## src/rtl/bcd_stopwatch_ctrl.sv

```systemverilog
// Stopwatch sequencer: prescaled tick, start/stop/clear/lap FSM and a saturating
// cascaded BCD counter whose value (or a held lap snapshot) drives the display.
module bcd_stopwatch_ctrl #(
  parameter int unsigned DIGITS   = 4,
  parameter int unsigned PRESCALE = 10
) (
  input  logic                clk,
  input  logic                rst_asyn,
  input  logic                start_stop,
  input  logic                clear,
  input  logic                lap,
  output logic [4*DIGITS-1:0] Q_out,
  output logic                running,
  output logic                overflow
);

  localparam int unsigned W  = 4 * DIGITS;
  localparam int unsigned PW = (PRESCALE > 1) ? $clog2(PRESCALE) : 1;
  localparam logic [PW-1:0] PscLast = PW'(PRESCALE - 1);

  typedef enum logic [1:0] {StIdle, StRun, StPause, StOvf} state_t;

  state_t          state;
  logic [W-1:0]    count;
  logic [W-1:0]    lap_reg;
  logic            lap_hold;
  logic [PW-1:0]   psc;
  logic            ss_d;
  logic            clr_d;
  logic            lap_d;

  logic            ss_evt;
  logic            clr_evt;
  logic            lap_evt;
  logic            tick;
  logic [W-1:0]    count_inc;
  logic            all_nines;

  assign ss_evt  = start_stop & ~ss_d;
  assign clr_evt = clear & ~clr_d;
  assign lap_evt = lap & ~lap_d;
  assign tick    = (state == StRun) && (psc == PscLast);

  // Ripple increment; the carry surviving past the top digit means the count was all 9s.
  always_comb begin
    count_inc = count;
    all_nines = 1'b1;
    for (int i = 0; i < DIGITS; i++) begin
      if (all_nines) begin
        if (count[4*i +: 4] == 4'd9) begin
          count_inc[4*i +: 4] = 4'd0;
        end else begin
          count_inc[4*i +: 4] = count[4*i +: 4] + 4'd1;
          all_nines           = 1'b0;
        end
      end
    end
  end

  always_ff @(posedge clk or posedge rst_asyn) begin
    if (rst_asyn) begin
      state    <= StIdle;
      count    <= '0;
      lap_reg  <= '0;
      lap_hold <= 1'b0;
      psc      <= '0;
      ss_d     <= 1'b0;
      clr_d    <= 1'b0;
      lap_d    <= 1'b0;
    end else begin
      ss_d  <= start_stop;
      clr_d <= clear;
      lap_d <= lap;
      if (clr_evt) begin
        state    <= StIdle;
        count    <= '0;
        psc      <= '0;
        lap_hold <= 1'b0;
      end else begin
        if (state == StRun) begin
          psc <= tick ? '0 : psc + PW'(1);
        end
        // Snapshot uses the pre-increment count when a tick coincides.
        if (lap_evt && (state == StRun || state == StPause)) begin
          if (!lap_hold) begin
            lap_reg  <= count;
            lap_hold <= 1'b1;
          end else begin
            lap_hold <= 1'b0;
          end
        end
        unique case (state)
          StIdle: begin
            if (ss_evt) state <= StRun;
          end
          StRun: begin
            if (tick && !all_nines) count <= count_inc;
            if (tick && all_nines) begin
              state <= StOvf;
            end else if (ss_evt) begin
              state <= StPause;
            end
          end
          StPause: begin
            if (ss_evt) state <= StRun;
          end
          StOvf: begin
          end
          default: state <= StIdle;
        endcase
      end
    end
  end

  assign Q_out    = lap_hold ? lap_reg : count;
  assign running  = (state == StRun);
  assign overflow = (state == StOvf);

endmodule

```

## config.mk

```make
export PLATFORM = sky130hd
export DESIGN_NAME = bcd_stopwatch_ctrl
export DESIGN_NICKNAME = d
export VERILOG_FILES = /design/src/rtl/bcd_stopwatch_ctrl.sv
export SDC_FILE = /design/constraint.sdc
export NUM_CORES = 1
export LEC_CHECK = 0
export CAP_MARGIN = 20
export CORE_ASPECT_RATIO = 0.75
export CORE_MARGIN = 3
export CORE_UTILIZATION = 31
export CTS_BUF_LIST = sky130_fd_sc_hd__clkbuf_8
export DETAILED_ROUTE_END_ITERATION = 10
export PLACE_DENSITY_LB_ADDON = 0.2
export SYNTH_ARGS = -nofsm -noshare
export SYNTH_HDL_FRONTEND = slang
export SYNTH_SLANG_ARGS = --single-unit
```

## constraint.sdc

```tcl
create_clock -name clk -period 1.9 [get_ports clk]
set_clock_uncertainty 0.05 [all_clocks]
set_input_delay 0.19 -clock clk [delete_from_list [all_inputs] [get_ports clk]]
set_output_delay 0.19 -clock clk [all_outputs]
set_load 0.01 [all_outputs]
```

-- Word-level counts from Yosys, hierarchy flattened
Index checks and enable logic that the tools add are counted.
- input port bits: 5
- logic and storage cells: 83
- register bits after elaboration: 42
- output and inout port bits: 18
- equal/unequal tests: 10
- muxes and demuxes: 29
- bitwise logic cells: 7
- reduce and logical (&&, ||, !) cells: 21
- add/subtract/negate cells: 5
- operator list (operator ; number):
    $mux W16 ; 4
    $mux W4 ; 10
    $add A4 B1 Y4 const B ; 5
    $eq A4 B4 Y1 const B ; 5
    $reduce_and A3 Y1 ; 4
    $reduce_bool A2 Y1 ; 6
    $mux W1 ; 10
    $mux W2 ; 4
    $eq A2 B2 Y1 const B ; 2
    $logic_and A1 B1 Y1 ; 4
    $ne A4 B1 Y1 const B ; 1
    $not A1 Y1 ; 4
    $pmux W2 S2 ; 1
    $reduce_and A2 Y1 ; 2
    $and A1 B1 Y1 ; 3
    $ne A3 B1 Y1 const B ; 1
    $reduce_bool A3 Y1 ; 1
    $eq A2 B1 Y1 const B ; 1
    $logic_not A2 Y1 ; 1
    $reduce_or A2 Y1 ; 1
    $logic_not A1 Y1 ; 1
    $logic_or A1 B1 Y1 ; 1

-- Longest topological paths before layout
Gate-level depths: netlist of the first run.
- depth in word-level cells: 10
- gate-level depth with buffers: 7

-- Least setup slack after synthesis of the first run
Ideal clock, no wire load.
- path kind: reg-to-reg
- from: register state[1]
- to: register count[14]
- arrival: 1967 ps
- clock period less this slack: 2095 ps
- stages on the path, launching flop included: 7
- buffers on the path: 0
- setup slack: -195 ps
- cells stage by stage: dfrtp_1 > inv_1 > ha_1 > nand4b_4 > or4_4 > or4_1 > a21oi_1
- word-level cells in the longest chain between the ends: 5
- elaborated cells on any way between the ends: 6
- those cells by class: eq/ne (1); reduce/logical (5)
- RTL lines (item ; line ; source):
    start, declared ; 23 ; state_t state;
    start signal, assigned ; 62 ; state <= StIdle;
    start signal, assigned ; 75 ; state <= StIdle;
    start signal, assigned ; 94 ; if (ss_evt) state <= StRun;
    $eq A2 B1 Y1 (*) ; - ;
    via running ; 13 ; output logic running,
    $logic_and A1 B1 Y1 ; 42 ; assign tick = (state == StRun) && (psc == PscLast);
    $logic_and A1 B1 Y1 ; 97 ; if (tick && !all_nines) count <= count_inc;
    $reduce_bool A2 Y1 (no line) ; - ;
    $reduce_and A3 Y1 (no line) (*) ; - ;
    end signal, assigned ; 97 ;
    end, declared ; 24 ; logic [W-1:0] count;
Mark *: on every way through the listed nets, which the timed path passes. The rest lies on a longest branch.
A chain may end at the register's enable or synchronous reset.

-- Worst setup path in the final report of the first run
- from: register state[1]
- to: register count[14]
- word-level cells in the longest chain between the ends: 5
- elaborated cells on any way between the ends: 6
- those cells by class: eq/ne (1); reduce/logical (5)
- RTL lines (item ; line):
    $eq A2 B1 Y1 (*) ; 42, 92
    $logic_and A1 B1 Y1 ; 42
    $logic_and A1 B1 Y1 ; 97
    $reduce_bool A2 Y1 (no line) ; -
    $reduce_and A3 Y1 (no line) (*) ; -
Mark *: on every way between the ends. The rest lies on a longest branch, timed or not.

==> flow_metrics.tcl, run 1 <==
set metrics [dict create \
    status "finished with violations" \
    violations "negative setup slack" \
    start_util_pct 33.0 \
    worst_pin_slew_ns 0.336 \
    power_density_mw_per_mm2 935 \
    syn_area_mm2 0.00232 \
    reg2reg_to "count[14]" \
    max-cap-violations 0 \
    yosysSeqAreaShare_pct 45.4 \
    clock-root-buffer "clkbuf_8" \
    cts_max_level 2 \
    antenna_found_initial 0 \
    combPwrFrac_pct 44.8 \
    synth_warnings 0 \
    maxSlewViolCount 0 \
    nets 309 \
    n_antenna_cell 0 \
    clk_path_buf_depth 2 \
    seq_power_share_pct 36.2 \
    fp.dieH_um 80.9 \
    cp-startpoint "state[1]" \
    avgSynthCellArea_um2 10.9 \
    die_area_mm2 0.00855 \
    rr_worst_depth 6 \
    critPathArrivalTime_ns 2.15 \
    power.switching_mw 1.04 \
    clock_latency_ns 0.29 \
    die_w_um 106 \
    routed_wl_um 5910 \
    drive_gt1_share_pct 44.0 \
    setup_slack_ns -0.0849 \
    ys_ff_latch 42 \
    synth-main-ff-cell "dfrtp_1" \
    rows 26 \
    gp_congestion 0.803 \
    synthDistinctLibCells 40 \
    drc 0 \
    grt_pass1_wl_um 9220 \
    post-route-period-util_pct 104 \
    crit_fanout 6 \
    portBuffers 22 \
    hp-class "input port to async pin" \
    grt_overflow 0 \
    p_int_mw 2.12 \
    swShare_pct 32.9 \
    worst_ir_drop_vdd_v 0.000462 \
    cts-hold-fix-buffers 0 \
    synth_edf_count 0 \
    critPathLaunchType "flip-flop" \
    setup_viol 13 \
    wl_per_cell_um 15.2 \
    dp_slack_ns -0.115 \
    clockPowerShare_pct 19.0 \
    r2r_setup_slack_ns -0.08 \
    p_total_mw 3.16 \
    dpl_cell_area_mm2 0.00306 \
    required_ns 2.07 \
    hpwl_um 4040 \
    design_area_mm2 0.00339 \
    first_pass_iters 4 \
    drt-initial-drc-count 110 \
    async_flop_share_pct 100 \
    numCtsBuffers 5 \
    p_leak_nw 1.59 \
    hold_viol 0 \
    ant_nets 0 \
    avgViaCountPerCell 4.92 \
    endpoint_kind "flip-flop" \
    grt_max_degree 43 \
    clk_pin_slew_ns 0.08 \
    netlist_instances 212 \
    clock.fmax_mhz 504 \
    period_minus_slack_ns 1.98 \
    syn_nets 231 \
    slew_headroom_pct 77.4 \
    grtUsageTotal_pct 13.6 \
    design.core.area_mm2 0.00703 \
    r2r-start "state[1]" \
    multi_input_area_mm2 0.00140 \
    syn_to_final_growth_pct 46.2 \
    seqCellArea_mm2 0.00105 \
    final_util_pct 48.2 \
    rsz0062_at_grt "yes" \
    grt_pass1_vias 1812 \
    n_fill_cell 696 \
    critPathKind "flip-flop to flip-flop" \
    vias 1912 \
    ios 23 \
    cts_tree "done" \
    clock-sinks 42 \
]
-- cells in the final DEF, fill, tap and decap left out, types with 3 or more instances in the layout --
cell | netlist | final
mux2_4 | 0 | 17
nor3_1 | 4 | 4
mux2_2 | 33 | 16
or3_1 | 5 | 3
buf_4 | 0 | 49
ha_4 | 0 | 4
nand3b_1 | 5 | 5
o31ai_1 | 4 | 4
inv_1 | 9 | 4
o21ai_0 | 11 | 8
a21oi_2 | 0 | 3
dlygate4sd2_1 | 0 | 16
nand2_1 | 14 | 14
nor2_1 | 13 | 10
a21oi_1 | 10 | 7
ha_1 | 14 | 8
inv_2 | 0 | 4
nand2b_1 | 3 | 3
clkdlybuf4s50_1 | 0 | 5
dfrtp_1 | 42 | 42
nand3_1 | 5 | 5
clkbuf_8 | 0 | 6
buf_6 | 0 | 3
-- worst max-delay path by stage --
stage	end	cells past startpoint
finish	count[14]	6
CTS	count[14]	6
global route	count[9]	7
detailed placement	count[14]	6
global placement	count[14]	6
floorplan	count[14]	6
-- per-layer routing --
metal	up-vias	track usage [%]	wire length, um
met5	-	0	0
met4	0	3.10	22
met3	2	3.26	228
met2	32	18.8	2490
met1	949	21.0	3170
li1	929	-	-
-- through the flow --
stage                     setup TNS [ns]  cells  hold WS, ns
final                             -0.348    389        0.193
after global routing               -2.19    389        0.215
after CTS                         -0.368    384        0.195
after detailed placement          -0.485    374        0.442
after global placement            -0.437    374        0.434
after floorplan                   -0.851    212        0.171
-- worst max-delay path, cell delays in order, from the launching register on --
cell      delay [ns]
dfrtp_1         0.39
inv_2           0.08
ha_4            0.15
nand4b_4        0.10
or4_4           0.58
or4_4           0.44
a21oi_2         0.12
-- synth_stat cells (all sizes together), types with 2 or more instances --
cell type,count,area [um^2]
or3,5,31.3
and4b,2,22.5
clkbuf,5,18.8
nor3,4,20.0
xor2,2,17.5
or4,2,18.8
buf,2,8.75
dfrtp,42,1050
and3b,2,17.5
mux2,33,372
nand4,2,12.5
nand2,14,52.6
o211ai,2,15.0
nand2b,3,18.8
o31ai,4,30.0
nand3b,5,37.5
nand3,5,25.0
inv,9,33.8
mux2i,2,20.0
ha,14,175
nor2,13,48.8
a21oi,10,50.1
nand4b,2,32.5
o21ai,11,55.1
a31o,2,17.5
nor4,4,25.0
-- power by group through the flow --
stage                     logic (mW)  registers (mW)  clock network (mW)
final                           1.42            1.15               0.601
after global routing            1.57            1.16               0.663
after CTS                       1.29            1.14               0.629
after detailed placement        1.27            1.15                   0
after global placement          1.25            1.15                   0
after floorplan                0.686            1.16                   0
-- kinds of logic after synthesis --
kind of cell | share of synthesized area, %
buf+inv | 2.65
compound gates | 10.3
simple gates | 16.5
xor+xnor | 0.756
mux | 16.9
fa+ha+maj | 7.56
flops | 45.4
-- repair_timing --
item,CTS,global route
endpoints found under the setup margin,27,34
pin swaps,6,8
setup buffers,2,4
gates resized for setup,27,39
gates cloned,0,1
-- final cells by class --
type | count | area share, %
Timing Repair Buffer | 78 | 20.2
Clock inverter | 2 | 0.259
Sequential cell | 42 | 31.0
Multi-Input combinational cell | 154 | 41.4
Tap cell | 98 | 3.62
Inverter | 9 | 1.07
Clock buffer | 6 | 2.44
Power figures use the tool's default switching activity.
==> inputs of run 2 (changes only) <==
--- a/config.mk
+++ b/config.mk
@@ -12,6 +12,7 @@
 export CTS_BUF_LIST = sky130_fd_sc_hd__clkbuf_8
 export DETAILED_ROUTE_END_ITERATION = 10
 export PLACE_DENSITY_LB_ADDON = 0.2
+export REMOVE_ABC_BUFFERS = 1
 export SYNTH_ARGS = -nofsm -noshare
 export SYNTH_HDL_FRONTEND = slang
 export SYNTH_SLANG_ARGS = --single-unit
==> flow_metrics.tcl, run 2 (same netlist as run 1, synthesis figures left out) <==
set metrics [dict create \
    cp-endpoint "state[1]" \
    setup_slack_ns -0.164 \
    worst_pin_slew_ns 0.296 \
    met3_length_um 193 \
    crit_fanout 4 \
    start_util_pct 33.0 \
    worst_ir_drop_vdd_v 0.000562 \
    final_common_cell "buf_4" \
    clock-root-buffer "clkbuf_8" \
    setup_viol 6 \
    final_util_pct 49.6 \
    numCtsBuffers 5 \
    critPathLaunchType "flip-flop" \
    grt_pass1_vias 1874 \
    period_minus_slack_ns 2.06 \
    clk_pin_slew_ns 0.09 \
    max-cap-violations 0 \
    grt_max_degree 43 \
    crit_top_cell "buf_4" \
    power_density_mw_per_mm2 936 \
    design.core.area_mm2 0.00703 \
    die_area_mm2 0.00855 \
    wl_met2_um 2480 \
    n_fill_cell 688 \
    multi_input_area_mm2 0.00144 \
    syn_to_final_growth_pct 50.6 \
    critPathKind "flip-flop to flip-flop" \
    rr_worst_depth 9 \
    seqCellArea_mm2 0.00105 \
    design_area_mm2 0.00349 \
    timing.hold.ws_ns 0.161 \
    drc 0 \
    p_leak_nw 1.63 \
    clock_latency_ns 0.30 \
    ios 23 \
    required_ns 2.03 \
    wl_per_cell_um 14.2 \
    grtUsageTotal_pct 13.5 \
    clk_path_buf_depth 2 \
    grt_overflow 0 \
    grt_pass1_wl_um 9230 \
    hpwl_um 3600 \
    clock.fmax_mhz 485 \
    hold_viol 0 \
    cts_tree "done" \
    die_w_um 106 \
    nets 317 \
    maxSlewViolCount 0 \
    vias 1913 \
    first_pass_iters 4 \
    dpl_cell_area_mm2 0.00304 \
    n_antenna_cell 0 \
    max_stage_delay_ns 0.40 \
    avgViaCountPerCell 4.82 \
    routed_wl_um 5640 \
    status "finished with violations" \
    rows 26 \
    portBuffers 22 \
    endpoint_kind "flip-flop" \
    top_layer "met4" \
    r2r-start "count[5]" \
    antenna_found_initial 0 \
    gp_congestion 0.783 \
    hp-class "input port to async pin" \
    critPathArrivalTime_ns 2.19 \
    wl_met1_um 2900 \
    clock-sinks 42 \
    reg2reg_to "state[1]" \
    cts_max_level 2 \
    violations "negative setup slack" \
    cp_cell_sequence "inv_2 > ha_4 > nand3b_1 > buf_4 > buf_4 > nor4_2 > buf_4 > o211ai_1 > mux2_2" \
    cp-startpoint "count[5]" \
    ant_nets 0 \
    fp.dieH_um 80.9 \
    drive_gt1_share_pct 45.5 \
    post-route-period-util_pct 109 \
    slew_headroom_pct 80.2 \
    rsz0062_at_grt "yes" \
    final_cell_mix "buf_4, dfrtp_1, mux2_2" \
    r2r_setup_slack_ns -0.16 \
    cp_slowest_cell "dfrtp_1" \
    drt-initial-drc-count 57 \
]
[run 2: changes by cell type in the layout (fill, tap and decap cells not counted), sizes merged]
cell,before,now
buf,55,64
clkbuf,7,5
bufinv,0,1
clkinv,2,1
clkinvlp,0,1
dlygate4sd2,16,17
dlymetal6s2s,1,0
[run 2: worst max-delay path: cells and delay by family, from the launching register on]
| family | cells | cell delay, ns |
|---|---|---|
| buf+inv | 4 | 0.56 |
| flops | 1 | 0.40 |
| simple gates | 2 | 0.37 |
| mux | 1 | 0.31 |
| compound gates | 1 | 0.14 |
| fa+ha+maj | 1 | 0.12 |
[run 2: power by group]
| part | internal, mW | leakage [nW] | switching (mW) |
|---|---|---|---|
| clock | 0.387 | 0.0556 | 0.326 |
| sequential | 1.05 | 0.554 | 0.0923 |
| combinational | 0.782 | 1.02 | 0.627 |
[run 2: layer usage]
layer,vias up,track usage (%)
met5,-,0
met1,927,19.1
met2,31,21.3
met4,0,2.98
li1,948,-
met3,7,3.02
[run 2: worst min-delay path by stage]
stage,slack (ns),startpoint,to
global placement,0.43,lap_reg[7],lap_reg[7]
floorplan,0.17,clear,clr_d
global route,0.19,rst_asyn,lap_reg[6]
finish,0.16,rst_asyn,lap_reg[6]
CTS,0.18,rst_asyn,lap_reg[6]
detailed placement,0.44,lap_reg[8],lap_reg[8]
[run 2: cell type report]
class                   instances  share of cell area [%]
multi-input cells             154                    41.2
flip-flops and latches         42                    30.1
repair buffers                 86                    21.1
well taps                      98                    3.52
clock buffers                   5                    1.97
clock inverters                 3                    1.18
inverters                       9                   0.969
[run 2: stage by stage]
stage               cells  TNS (ns)  power (mW)  setup slack, ns
floorplan             205     -8.66        1.79           -0.392
global placement      376    -0.653        2.32           -0.152
detailed placement    376    -0.868        2.34           -0.186
CTS                   391    -0.196        3.19           -0.118
global route          397     -1.21        3.49           -0.234
finish                397    -0.538        3.26           -0.164
[run 2: what timing repair did]
action	CTS	global route
resized for setup	51	28
gates cloned	1	0
pin swaps	9	8
buffers inserted	6	6
hold buffers	0	0
endpoints found under the setup margin	42	31
